**config.mk**
```make
export PLATFORM = sky130hd
export DESIGN_NAME = pulse_count_reader
export DESIGN_NICKNAME = d
export VERILOG_FILES = /design/src/rtl/pulse_count_reader.sv
export SDC_FILE = /design/constraint.sdc
export NUM_CORES = 1
export LEC_CHECK = 0
export ABC_AREA = 0
export CORE_MARGIN = 5
export CORE_UTILIZATION = 45
export CTS_CLUSTER_SIZE = 24
export DETAILED_ROUTE_END_ITERATION = 16
export DONT_BUFFER_PORTS = 1
export MAX_ROUTING_LAYER = met4
export PLACE_DENSITY_LB_ADDON = 0.3
export SLEW_MARGIN = 0
export SYNTH_ARGS = -nofsm -noshare
export SYNTH_HDL_FRONTEND = slang
export SYNTH_SLANG_ARGS = --single-unit
```
**constraint.sdc**
```tcl
create_clock -name clk -period 2.3 [get_ports clk]
set_input_delay 0.345 -clock clk [delete_from_list [all_inputs] [get_ports clk]]
set_output_delay 0.345 -clock clk [all_outputs]
set_load 0.01 [all_outputs]
```
**src/rtl/pulse_count_reader.sv**
```systemverilog
// pulse_count_reader: extends the 6-bit pulse count into a wide total and reports per-gate-window counts.
// Optional PULSE_COUNT_READER_SAT_EN makes the wrap counter saturate and clamps results to all-ones.
module pulse_count_reader #(
    parameter int LOW_W = 6,
    parameter int UPPER_W = 26,
    localparam int W = LOW_W + UPPER_W
) (
    input  logic             clk,
    input  logic             reset_n,
    input  logic [LOW_W-1:0] count_in,
    input  logic             gate,
    input  logic             rd_ready,
    output logic             rd_valid,
    output logic [W-1:0]     rd_data,
    output logic             overrun,
    output logic             busy
);
    typedef enum logic [1:0] {IDLE, RUN, DONE} state_t;
    state_t state, state_nx;
    logic [LOW_W-1:0] s_low;
    logic [UPPER_W-1:0] upper, upper_nx;
    logic [W-1:0] base, ext, result;
    logic gate_q, rise, fall, wrap;
    assign ext = {upper, s_low};
    assign rise = gate & ~gate_q;
    assign fall = ~gate & gate_q;
    // count_in advances by at most one per clock, so a decrease can only be 63->0
    assign wrap = count_in < s_low;
    assign rd_valid = state == DONE;
    assign busy = state == RUN;
`ifdef PULSE_COUNT_READER_SAT_EN
    assign upper_nx = (wrap && !(&upper)) ? upper + UPPER_W'(1) : upper;
    assign result = (&upper) ? '1 : ext - base;
`else
    assign upper_nx = wrap ? upper + UPPER_W'(1) : upper;
    assign result = ext - base;
`endif
    always_comb begin
        state_nx = state;
        case (state)
            IDLE:    state_nx = rise ? RUN : IDLE;
            RUN:     state_nx = fall ? DONE : RUN;
            DONE:    state_nx = rd_ready ? IDLE : DONE;
            default: state_nx = IDLE;
        endcase
    end
    always_ff @(posedge clk or negedge reset_n) begin
        if (!reset_n) begin
            state <= IDLE;
            s_low <= '0;
            upper <= '0;
            base <= '0;
            gate_q <= 1'b0;
            rd_data <= '0;
            overrun <= 1'b0;
        end else begin
            state <= state_nx;
            s_low <= count_in;
            upper <= upper_nx;
            gate_q <= gate;
            if (state == IDLE && rise)
                base <= ext;
            if (state == RUN && fall)
                rd_data <= result;
            // a handshake on the same edge as a dropped window still clears overrun
            if (state == DONE && rd_ready)
                overrun <= 1'b0;
            else if (state == DONE && rise)
                overrun <= 1'b1;
        end
    end
endmodule

```
======== After elaboration in Yosys (flattened, before gate mapping) ========
Cells that the tools add are included.
word-level totals
  bits in registers ....................... 100
  bits of input ports ..................... 10
  output and inout port bits .............. 35
cells by class
  add/sub/neg operators ................... 2
  $lt $le $gt $ge ......................... 1
  eq/ne operators ......................... 2
  multiplexer cells ....................... 6
  bitwise logic cells ..................... 4
  reduce and logical (&&, ||, !) cells .... 6
operator list
  operator                 number
  $sub A32 B32 Y32         1
  $add A26 B1 Y26 const B  1
  $lt A6 B6 Y1             1
  $pmux W2 S3              1
  $logic_and A1 B1 Y1      4
  $mux W2                  2
  $mux W1                  3
  $and A1 B1 Y1            2
  $eq A2 B1 Y1 const B     1
  $eq A2 B2 Y1 const B     1
  $logic_not A2 Y1         1
  $not A1 Y1               2
  $reduce_bool A2 Y1       1

======== Depth between registers and ports, before layout ========
  depth in word-level cells ............... 5
  gate-level depth with buffers ........... 10
  gate-level depth less buffers ........... 10

======== Worst setup path after synthesis ========
No wires, ideal clock.
  path kind ............................... register -> register
  from .................................... reg upper[0]
  to ...................................... reg rd_data[31]
  arrival time ............................ 2.275 ns
  required time ........................... 2.235 ns
  path slack .............................. -0.040 ns
  cell stages (with the launch flop) ...... 9
  path buffers ............................ 0
  cells stage by stage .................... dfrtp_1 ha_1 a21o_1 or3_4 o211ai_4 a21oi_2 o311a_1 o311a_1 nand2_1
between the ends
  word-level cells in the longest chain between the ends .. 1
ends and longest elaborated chain
  what                    RTL line  source
  from (decl)             21        logic [UPPER_W-1:0] upper, upper_nx;
  from (signal assigned)  59        upper <= upper_nx;
  $sub A32 B32 Y32        36        assign result = ext - base;
  to (signal assigned)    64        rd_data <= result;
  to (decl)               14        output logic [W-1:0] rd_data,
Every way passes these cells.
A chain may end at the register's enable or synchronous reset.

======== Worst setup path in the final report ========
  from .................................... reg base[6]
  to ...................................... reg rd_data[31]
between the ends
  word-level cells in the longest chain between the ends .. 1
ends and longest elaborated chain
  what                    RTL line  source
  from (decl)             22        logic [W-1:0] base, ext, result;
  from (signal assigned)  62        base <= ext;
  $sub A32 B32 Y32        36
Every way passes these cells.

==> metrics.md <==
| Metric | Value |
|---|---|
| Status | finished, violations left |
| Failing checks | negative hold slack, negative setup slack |
| Mapped Area | slightly below 6000 sq um |
| Worst min-delay path category | in -> async |
| Fmax | 419 MHz |
| Worst Path Arrival | 2.68 ns |
| Total gr overflow | 0 |
| Post-synth EDFFs | 0 |
| Clk buf depth | 2 |
| Slew margin rel. | between 60% and 70% |
| Slew Limit Fails | 0 |
| Largest net degree at the start of global routing | 101 |
| Worst flop-to-flop path endpoint | rd_data[31]$_DFFE_PN0P_ |
| CP startpoint kind | register |
| Final Setup Violations | 7 |
| CP Capture Type | register |
| DRC viols | 0 |
| FILL cells | 1,161 |
| Gr usage total | 19.5% |
| Worst vdd ir | roughly 0.54 mV |
| Wire length on met3 | 801 microns |
| Layout cell share with drive strength beyond 1 | between 15 and 20% |
| Most frequent cell on the critical path | o311a_1 |
| Worst Reg-to-Reg Cells | 9 |
| FF/Latch Area | roughly 2500 sq um |
| FF+latch count, synth | 100 |
| Number of CTS-inserted buffers | 9 |
| Area of the multi-input gates | 3270 sq um |
| H-tree levels | 3 |
| Top sig layer | met4 |
| Syn avg cell area | 9.03 sq um |
| # nets final | 782 |
| Async SR Flop Fraction | 100% |
| CP delay by family, top | compound AO/OA/AOI/OAI gates |
| Register area share after synthesis | 42.4% |
| Unrepaired setup endpoints after global routing | yes |
| Cell area power density | 1220 nW/um^2 |
| RR Startpoint | base[6]$_DFFE_PN0P_ |
| Clk_skew | 0.00969 ns |
| Final worst path period need | 2.39 ns |
| DP Wirelength | ~11,000 microns |
| Setup CP Type | reg -> reg |
| Vias per inst | 5.40 |
| Gp weighted congestion | 0.966 |
| Area Overhead vs Synth | 21.6% |
| WL per Instance | 16.3 microns |
| Met2 wire len | about 7000 microns |
| Setup TNS | -0.238 ns |
| Row count | 41 |
| Initial antenna violation count | 0 |
| Leak pwr | around 3.4 nW |
| Core ar. | around 13,000 sq um |
| Effective utilization at floorplan | 46.4% |
| Synth warn | 0 |
| Post-synth top area share | 42.4% |
| Vias in the first global route | 4,764 |
| Crit-path max cell delay | approximately 0.40 ns |
| IO Pins | 45 |
| Drt first pass iters | 5 |
| Most frequent cell after synthesis | dfrtp_1 |
| Initial drt markers | 275 |
| Reg2Reg Setup Slack | -0.09 ns |
| Crit path cell chain | inv_2, ha_4, a21o_1, or3_4, o211ai_4, a21oi_2, o311a_1, o311a_1, nand2_1 |
| Clk slew on worst S/H paths | approximately 0.070 ns |
| Core Util, Final | 56.4% |
| CTS tree | yes |
| DP Area | 6680 sq um |
| Post-DRT Antenna Nets | 0 |
| DP Worst Slack | -0.0823 ns |
| Slew @ Worst Pin | 0.462 ns |
| Die width | 125 microns |
| Mapped Nets | 702 |
| First-pass GRT wire length | 24,100 microns |
| Die ar. | 15,500 sq um |
| Final hold slack | -0.312 ns |
| DRT met1 WL | ~6700 microns |
| Number of I/O port buffers | 0 |
| Vias | 4,911 |
| Design Area, Final | 7180 sq um |
| Post-synth cell types | between 60 and 70 |
| Hold Violations, Final | 100 |
| CP required | 2.59 ns |
| Crit-path max FO | 4 |
| Synth area leaders | dfrtp_1 42%, ha_1 7.8%, nand2_1 5.8%, o21ai_0 5.5%, xnor2_1 4.5% |
| Synth area leader | dfrtp_1 |
| Die Y | 125 microns |
| Worst path slowest cell | o311a_1 |
| CTS Sinks | 100 |
| Post-synth top flop | dfrtp_1 |
| Final period util | 104% |
| Mapped Cells | 654 |
| CTS Root Cell | clkbuf_16 |
| Top cells by count, synth | 100 x dfrtp_1, 91 x nand2_1, 65 x o21ai_0 |
| Max-Cap Viols | 0 |
| Final WL | 14,800 microns |
| Clock insertion delay at the later pin of the skew report | 0.35 ns |
| Final Worst Setup Slack | -0.0892 ns |
| Worst Path Buf+Inv | 1 |
| Antenna cells | 0 |
[registers in the layout, indices dropped and copies added (netlist names)]
register,flops
base,32
gate_q,1
overrun,1
rd_data,32
s_low,6
state,2
upper,26
[final cells by class]
cell class | count | share of cell area [%]
Inverter | 44 | 2.30
Multi-Input combinational cell | 483 | 45.6
Clock buffer | 11 | 3.38
Sequential cell | 100 | 34.9
Timing Repair Buffer | 96 | 10.2
Clock inverter | 4 | 0.697
Tap cell | 172 | 3.00
[cell families after synthesis]
group	after synthesis	share of synthesized area, %
flops	100	42.4
buf+inv	71	4.94
mux	4	0.742
xor+xnor	45	6.68
compound gates	175	18.9
fa+ha+maj	38	8.18
simple gates	221	18.2
[placed cells by master (no fill, tap or decap), types with 6 or more instances in the layout]
cell type / n
dfrtp_1: 100
nand2_1: 91
buf_4: 91
o21ai_0: 57
inv_1: 43
nor2_1: 33
ha_1: 32
a21oi_1: 30
xnor2_1: 30
nand3_1: 22
nand4_1: 19
xor2_1: 15
o21ai_1: 11
a21o_1: 10
and3_1: 9
nor3_1: 9
clkbuf_16: 9
o21a_1: 8
o31ai_1: 8
nor2b_1: 6
a211oi_1: 6
[power by group]
part           total [mW]  internal [mW]  switching (mW)
combinational        4.52           2.22            2.30
sequential           2.68           2.20           0.472
clock                1.53          0.866           0.667
total                8.73           5.29            3.44
[per-layer routing]
| layer | track usage (%) | vias to the layer above |
|---|---|---|
| met4 | 5.93 | 0 |
| met5 | - | - |
| met3 | 4.89 | 22 |
| li1 | - | 2452 |
| met1 | 25.1 | 2343 |
| met2 | 30.6 | 94 |
[repair_timing]
item	CTS	global route
gates cloned	0	0
endpoints found under the setup margin	13	20
endpoints found under the hold margin	100	105
buffers inserted	0	3
pin swaps	5	22
gates resized for setup	10	23
[how the worst max path moves through the flow]
stage               slack [ns]                 endpoint             startpoint  cells after the start
detailed placement       -0.08  rd_data[29]$_DFFE_PN0P_  upper[13]$_DFFE_PN0N_                      9
CTS                      -0.08  rd_data[31]$_DFFE_PN0P_   upper[0]$_DFFE_PN0N_                      8
global route             -0.18  rd_data[29]$_DFFE_PN0P_   upper[3]$_DFFE_PN0N_                      7
finish                   -0.09  rd_data[31]$_DFFE_PN0P_    base[6]$_DFFE_PN0P_                      9
floorplan                 0.03  rd_data[22]$_DFFE_PN0P_     s_low[0]$_DFF_PN0_                     10
global placement         -0.01  rd_data[28]$_DFFE_PN0P_     s_low[0]$_DFF_PN0_                     10
[metrics by stage]
stage	cells	hold WS (ns)	power, mW
after global routing	910	-0.330	9.31
after detailed placement	887	0.0546	6.93
after global placement	887	0.0555	6.79
final	910	-0.312	8.73
after floorplan	654	0.0494	5.16
after CTS	902	-0.326	8.50
(Power assumes the default switching activity.)
